**src/rtl/uart_pkg.sv**
```systemverilog
// Shared UART definitions for the receive core and its transmit-side sibling.
// Contains the receiver state encoding, the frame width and a baud-divisor helper.
package uart_pkg;

  typedef enum logic [2:0] {
    IDLE  = 3'd0,
    START = 3'd1,
    DATA  = 3'd2,
    STOP  = 3'd3,
    BREAK = 3'd4
  } uart_rx_state_e;

  localparam int UART_DATA_BITS = 8;

  // Rounded to the nearest whole clock: 50 MHz / 115200 gives 434.
  function automatic int clks_per_bit(input int clk_hz, input int baud);
    return (clk_hz + baud / 2) / baud;
  endfunction

endpackage

```
**src/rtl/uart_rx_core_if.sv**
```systemverilog
// Byte-side bundle of the UART receiver, plus the serial pin it samples.
// rx_done is a valid-only strobe with no ready: a byte is offered for exactly one cycle
// and rx_data keeps holding it afterwards, so a consumer may also read it later.
interface uart_rx_core_if;
  import uart_pkg::*;

  logic                      uart_rx;
  logic                      rx_done;
  logic [UART_DATA_BITS-1:0] rx_data;
  logic                      rx_frame_err;
  logic                      rx_busy;

  modport master (
    input  uart_rx,
    output rx_done, rx_data, rx_frame_err, rx_busy
  );

  modport slave (
    output uart_rx,
    input  rx_done, rx_data, rx_frame_err, rx_busy
  );

endinterface

```
**src/rtl/uart_sync_2ff.sv**
```systemverilog
// Two-flop synchroniser for asynchronous inputs.
// Reset value is a parameter so idle-high lines come out of reset inactive.
module uart_sync_2ff #(
  parameter int               WIDTH     = 1,
  parameter logic [WIDTH-1:0] RESET_VAL = 1'b1
) (
  input  logic             clk,
  input  logic             rst_n,
  input  logic [WIDTH-1:0] d,
  output logic [WIDTH-1:0] q
);

  logic [WIDTH-1:0] meta;

  always_ff @(posedge clk or negedge rst_n) begin
    if (!rst_n) begin
      meta <= RESET_VAL;
      q    <= RESET_VAL;
    end else begin
      meta <= d;
      q    <= meta;
    end
  end

endmodule

```
**src/rtl/uart_rx_core.sv**
```systemverilog
// UART 8N1 receiver: synchronises uart_rx, samples each bit at its midpoint and
// presents good bytes with a one-cycle rx_done strobe; bad stop bits strobe rx_frame_err.
module uart_rx_core
  import uart_pkg::*;
#(
  parameter int CLKS_PER_BIT = 434,
  parameter int DATA_BITS    = UART_DATA_BITS
) (
  input  logic           clk,
  input  logic           rst_n,
  uart_rx_core_if.master bus,
  output uart_rx_state_e state
);

  localparam int            CW       = $clog2(CLKS_PER_BIT);
  localparam logic [CW-1:0] CNT_FULL = CW'(CLKS_PER_BIT - 1);
  localparam logic [CW-1:0] CNT_HALF = CW'(CLKS_PER_BIT / 2 - 1);
  localparam logic [2:0]    LAST_BIT = 3'(DATA_BITS - 1);

  logic                 rxs;
  uart_rx_state_e       state_nx;
  logic [CW-1:0]        cnt;
  logic [2:0]           bit_idx;
  logic [DATA_BITS-1:0] shreg;
  logic [DATA_BITS-1:0] data_q;
  logic                 done_q, err_q, busy_q;
  logic                 done_nx, err_nx, sample, cnt_clr, busy_nx;

  uart_sync_2ff #(
    .WIDTH     (1),
    .RESET_VAL (1'b1)
  ) u_sync (
    .clk   (clk),
    .rst_n (rst_n),
    .d     (bus.uart_rx),
    .q     (rxs)
  );

  always_ff @(posedge clk or negedge rst_n) begin
    if (!rst_n) state <= IDLE;
    else        state <= state_nx;
  end

  always_comb begin
    state_nx = state;
    case (state)
      IDLE:    if (!rxs) state_nx = START;
      START:   if (cnt == CNT_HALF) state_nx = rxs ? IDLE : DATA;
      DATA:    if (cnt == CNT_FULL && bit_idx == LAST_BIT) state_nx = STOP;
      STOP:    if (cnt == CNT_FULL) state_nx = rxs ? IDLE : BREAK;
      BREAK:   if (rxs) state_nx = IDLE;
      default: state_nx = IDLE;
    endcase
  end

  // The counter restarts on every state change and after every data sample,
  // so START measures half a bit and each later phase a whole bit.
  always_comb begin
    done_nx = (state == STOP) && (cnt == CNT_FULL) && rxs;
    err_nx  = (state == STOP) && (cnt == CNT_FULL) && !rxs;
    sample  = (state == DATA) && (cnt == CNT_FULL);
    cnt_clr = (state != state_nx) || sample || (state == IDLE) || (state == BREAK);
    busy_nx = (state_nx == START) || (state_nx == DATA) || (state_nx == STOP);
  end

  always_ff @(posedge clk or negedge rst_n) begin
    if (!rst_n) begin
      cnt     <= '0;
      bit_idx <= '0;
      shreg   <= '0;
      data_q  <= '0;
      done_q  <= 1'b0;
      err_q   <= 1'b0;
      busy_q  <= 1'b0;
    end else begin
      cnt     <= cnt_clr ? '0 : cnt + CW'(1);
      done_q  <= done_nx;
      err_q   <= err_nx;
      busy_q  <= busy_nx;
      if (state_nx == DATA && state != DATA) bit_idx <= '0;
      else if (sample)                       bit_idx <= bit_idx + 3'd1;
      if (sample)  shreg  <= {rxs, shreg[DATA_BITS-1:1]};
      if (done_nx) data_q <= shreg;
    end
  end

  assign bus.rx_done      = done_q;
  assign bus.rx_frame_err = err_q;
  assign bus.rx_busy      = busy_q;
  assign bus.rx_data      = data_q;

endmodule

```
**src/flat_wrapper.sv**
```systemverilog
// flat-port wrapper written by rule: the top's interface ports become plain ports
module uart_rx_core_flat import uart_pkg::*;
#(
  parameter int CLKS_PER_BIT = 434,
  parameter int DATA_BITS    = UART_DATA_BITS
)
  (clk, rst_n, state, bus_uart_rx, bus_rx_done, bus_rx_data, bus_rx_frame_err, bus_rx_busy);
  uart_rx_core_if bus_i ();
  input  logic clk;
  input  logic rst_n;
  output uart_rx_state_e state;
  input wire logic [$bits(bus_i.uart_rx)-1:0] bus_uart_rx;
  output wire logic [$bits(bus_i.rx_done)-1:0] bus_rx_done;
  output wire logic [$bits(bus_i.rx_data)-1:0] bus_rx_data;
  output wire logic [$bits(bus_i.rx_frame_err)-1:0] bus_rx_frame_err;
  output wire logic [$bits(bus_i.rx_busy)-1:0] bus_rx_busy;
  assign bus_i.uart_rx = bus_uart_rx;
  assign bus_rx_done = bus_i.rx_done;
  assign bus_rx_data = bus_i.rx_data;
  assign bus_rx_frame_err = bus_i.rx_frame_err;
  assign bus_rx_busy = bus_i.rx_busy;
  uart_rx_core #(.CLKS_PER_BIT(CLKS_PER_BIT), .DATA_BITS(DATA_BITS)) u_core (.clk(clk), .rst_n(rst_n), .bus(bus_i), .state(state));
endmodule
```
**config.mk**
```make
export PLATFORM = sky130hd
export DESIGN_NAME = uart_rx_core_flat
export DESIGN_NICKNAME = d
export VERILOG_FILES = /design/src/rtl/uart_pkg.sv /design/src/rtl/uart_rx_core_if.sv /design/src/rtl/uart_sync_2ff.sv /design/src/rtl/uart_rx_core.sv /design/src/flat_wrapper.sv
export SDC_FILE = /design/constraint.sdc
export NUM_CORES = 1
export LEC_CHECK = 0
export BUFFER_PORTS_ARGS = -buffer_cell sky130_fd_sc_hd__clkbuf_2
export CORE_MARGIN = 2
export CORE_UTILIZATION = 38
export DETAILED_ROUTE_END_ITERATION = 16
export PLACE_DENSITY = 0.55
export SLEW_MARGIN = 5
export SYNTH_ARGS = -nofsm -noshare
export SYNTH_HDL_FRONTEND = slang
export SYNTH_SLANG_ARGS = --single-unit
```
**constraint.sdc**
```tcl
create_clock -name clk -period 3.5 [get_ports clk]
set_input_delay 1.05 -clock clk [delete_from_list [all_inputs] [get_ports clk]]
set_output_delay 1.05 -clock clk [all_outputs]
set_load 0.01 [all_outputs]
```
==> key figures <==
Status
  • Outcome: complete, no violations

Yosys
  • Synth Cell Area: about 1700 um^2
  • Yosys cell types: 40
  • Syn_nets: 153
  • Post-synth EDFFs: 0
  • Seq cells post-synth: 36
  • Synthesis Warnings: 0
  • Sequential area share after synthesis: between 50 and 60%
  • Largest cells by area after synthesis: dfrtp_1, mux2_2, nor2_1, ha_1, dfstp_2
  • Yosys top cell by area: dfrtp_1
  • Ys flop type: dfrtp_1
  • Avg Synthesized Cell Area: between 10 and 15 um^2
  • Synth async-reset ratio: 100%
  • Area share of the largest cell type after synthesis: 50.6%
  • Mapped Cells: between 100 and 150

Placed design
  • PortBufs: 16
  • Inst Count DP: just over 200
  • DP Area: 1780 um^2
  • Place WS: 1.30 ns
  • Routability-driven placement congestion ratio: 0.772
  • DPL Wire Length: roughly 2.1 mm

Worst setup path
  • Slowest stage cell, crit path: nor3b_4
  • Worst path cell trace: inv_1, ha_1, nand2_1, nor4_4, nor3b_4, mux2_2
  • Setup CP Type: reg -> reg
  • CP startpoint kind: flip-flop
  • Crit path max fanout: 11
  • Critical path's largest stage delay: about 0.59 ns
  • CP Capture Type: flip-flop
  • Crit path required time: around 3.7 ns
  • Critical Path AT: between 2 and 2.5 ns

STA
  • Fin. max-slew vios: 0
  • Max Clk Rate: about 0.45 GHz
  • RSZ-0062 raised after global routing: false
  • Relative slew margins: between 40% and 50%
  • Tmin final: between 2 and 2.5 ns
  • Skew final: roughly 0.0037 ns
  • Setup TNS: 0 ns
  • Final worst slack: 1.30 ns
  • Worst slew pin tran: approximately 0.87 ns
  • Final hold violation count: 0
  • Final Cycle Share: 62.9%
  • Final number of setup-violating endpoints: 0

Die
  • # rows: 24
  • Starting density of the core: approximately two fifths
  • Io pins: 17
  • Core area: roughly 4300 um^2
  • Die Span Y: 70.5 um
  • Die ar.: approximately 5000 um^2
  • Die width: slightly above 70 um

Final layout
  • Area of the multi-input gates: ~720 um^2
  • Fillers: 430
  • Diode count: 0
  • Final net count: ~170
  • Final instance area: ~1900 um^2
  • Area Overhead vs Synth: 11.0%
  • Layout cells sized above 1: a little under a third
  • Register area: roughly 900 um^2
  • Finished Layout Cells: approximately 210

Clock tree
  • Cts repair resizes: 0
  • CTS Buf Count: 5
  • Clock root buffer: clkbuf_8
  • CTS clk-pin slew, worst paths: roughly 0.070 ns
  • Post-CTS setup buffer count: 0
  • Clk buf depth: 2
  • Worst skew pair latency: around 0.29 ns
  • H-tree levels: 2
  • Post-CTS Hold Fix Bufs: 0
  • CTS tree: built
  • Clock Sinks: 36

GRT
  • Initial antenna violation count: 0
  • Vias in the first global route: about 1100
  • Met1 global-route usage: between 10% and 20%
  • Busiest layer in global routing: met2
  • First-pass GRT wire length: around 5.5 mm
  • Largest net degree at the start of global routing: 37
  • Global route overflow: 0
  • Met3 Track Usage GR: about 4.3%
  • M2 GR Usage: a little under a quarter
  • Overall routing resource usage: approximately 14%

Drt
  • ANT nets after route: 0
  • DRC errors left: 0
  • DR WL/cell: ~14 um
  • First DRT Iteration DRCs: 55
  • Vias per cell: 4.98
  • Vias post-DR: roughly 1100
  • DR pass1 iterations: 4
  • Post-Route WL: ~3.1 mm

Job
  • Max-cap violations: 0

Power and ir drop
  • Leak Pwr: 0.926 nW
  • Tot Pwr: between 700 and 800 uW
  • Switch share: between 20% and 30%
  • Maximum vdd drop: 0.181 mV
  • P_int: between 500 and 600 uW
  • PwrDens: 383 nW/um^2
  • Power share of the sequential group: about three fifths
  • Clk network pwr share: between 40% and 50%
  • Net switching power: 158 uW
  • Comb pwr share: 1.4%

Hold path
  • Worst hold path type: reg -> reg
[worst paths after layout]
kind	startpoint	end	slack (ns)	depth (start not counted)
setup / recovery	u_core.cnt[1]	u_core.shreg[0]	1.30	6
hold reg to reg	u_core.u_sync.meta	u_core.u_sync.q	0.36	0
max in group asynchronous	rst_n	u_core.cnt[8]	2.09	1
hold / removal	u_core.u_sync.meta	u_core.u_sync.q	0.36	0
min in group asynchronous	rst_n	u_core.state[0]	0.87	1
setup reg to reg	u_core.cnt[1]	u_core.shreg[0]	1.30	6
[logic make-up after synthesis]
family / Yosys count / synth area share [%]
AO/OA/AOI/OAI: 12 / 4.61
XOR/XNOR: 8 / 4.16
adder cells (fa/ha/maj): 5 / 3.72
buffers and inverters: 11 / 3.72
flip-flops: 36 / 53.7
multiplexers: 18 / 11.9
AND/OR/NAND/NOR: 55 / 18.2
[per-layer routing]
| metal | share of wire, % | vias to the layer above |
|---|---|---|
| met1 | 44 | 517 |
| met2 | 50 | 20 |
| met3 | 4.0 | 5 |
| li1 | - | 524 |
| met5 | 0 | - |
| met4 | 1.4 | 0 |
[cell type report]
type	count	share of cell area [%]
flip-flops and latches	36	48.4
clock buffers	5	3.68
repair buffers	16	4.29
clock inverters	3	1.00
multi-input cells	98	38.4
inverters	4	0.804
well taps	52	3.48
[power groups by stage]
| stage | clock (mW) | combinational (mW) | sequential [mW] |
|---|---|---|---|
| 6_report | 0.287 | 0.00982 | 0.420 |
| 5_1_grt | 0.317 | 0.0121 | 0.420 |
| 4_1_cts | 0.298 | 0.0106 | 0.420 |
| 3_5_place_dp | 0 | 0.0106 | 0.428 |
| 3_3_place_gp | 0 | 0.0104 | 0.428 |
| 2_1_floorplan | 0 | 0.00290 | 0.426 |
[state kept, by name, indices dropped and copies added, names as in the netlist]
| register | cells |
|---|---|
| u_core.bit_idx | 3 |
| u_core.bus.rx_busy | 1 |
| u_core.bus.rx_data | 8 |
| u_core.bus.rx_done | 1 |
| u_core.bus.rx_frame_err | 1 |
| u_core.cnt | 9 |
| u_core.shreg | 8 |
| u_core.state | 3 |
| u_core.u_sync.meta | 1 |
| u_core.u_sync.q | 1 |
[cell usage after synthesis (all sizes together), types with 4 or more instances]
cell / count
dfrtp: 34
nand3: 7
a21oi: 5
nand2: 14
xnor2: 4
inv: 4
ha: 5
mux2: 16
xor2: 4
buf: 6
nor2: 19
[per-stage QoR]
| stage | util (%) | hold WS, ns |
|---|---|---|
| after global placement | 41.2 | 0.348 |
| after floorplan | - | 0.345 |
| after detailed placement | 41.2 | 0.347 |
| after CTS | 43.2 | 0.358 |
| final | 43.2 | 0.356 |
| after global routing | 43.2 | 0.364 |
[layout by cell type, fill, tap and decap left out, types with 2 or more instances in the layout]
master    count
nor2_1       19
clkinv_2      2
mux2_2       14
dfrtp_1      34
mux2_1        2
a21oi_1       4
clkbuf_8      5
mux2i_1       2
inv_1         3
dfstp_2       2
xor2_1        4
xnor2_1       4
clkbuf_2     16
nand2_1      14
o21ai_0       2
nand3_1       7
ha_1          5
[critical path: cells and delay by family (launching register included)]
kind	cells	cell delay, ns
multiplexers	1	0.40
buffers and inverters	1	0.09
flip-flops	1	0.39
adder cells (fa/ha/maj)	1	0.14
AND/OR/NAND/NOR	3	1.08
Power figures use the tool's default switching activity.
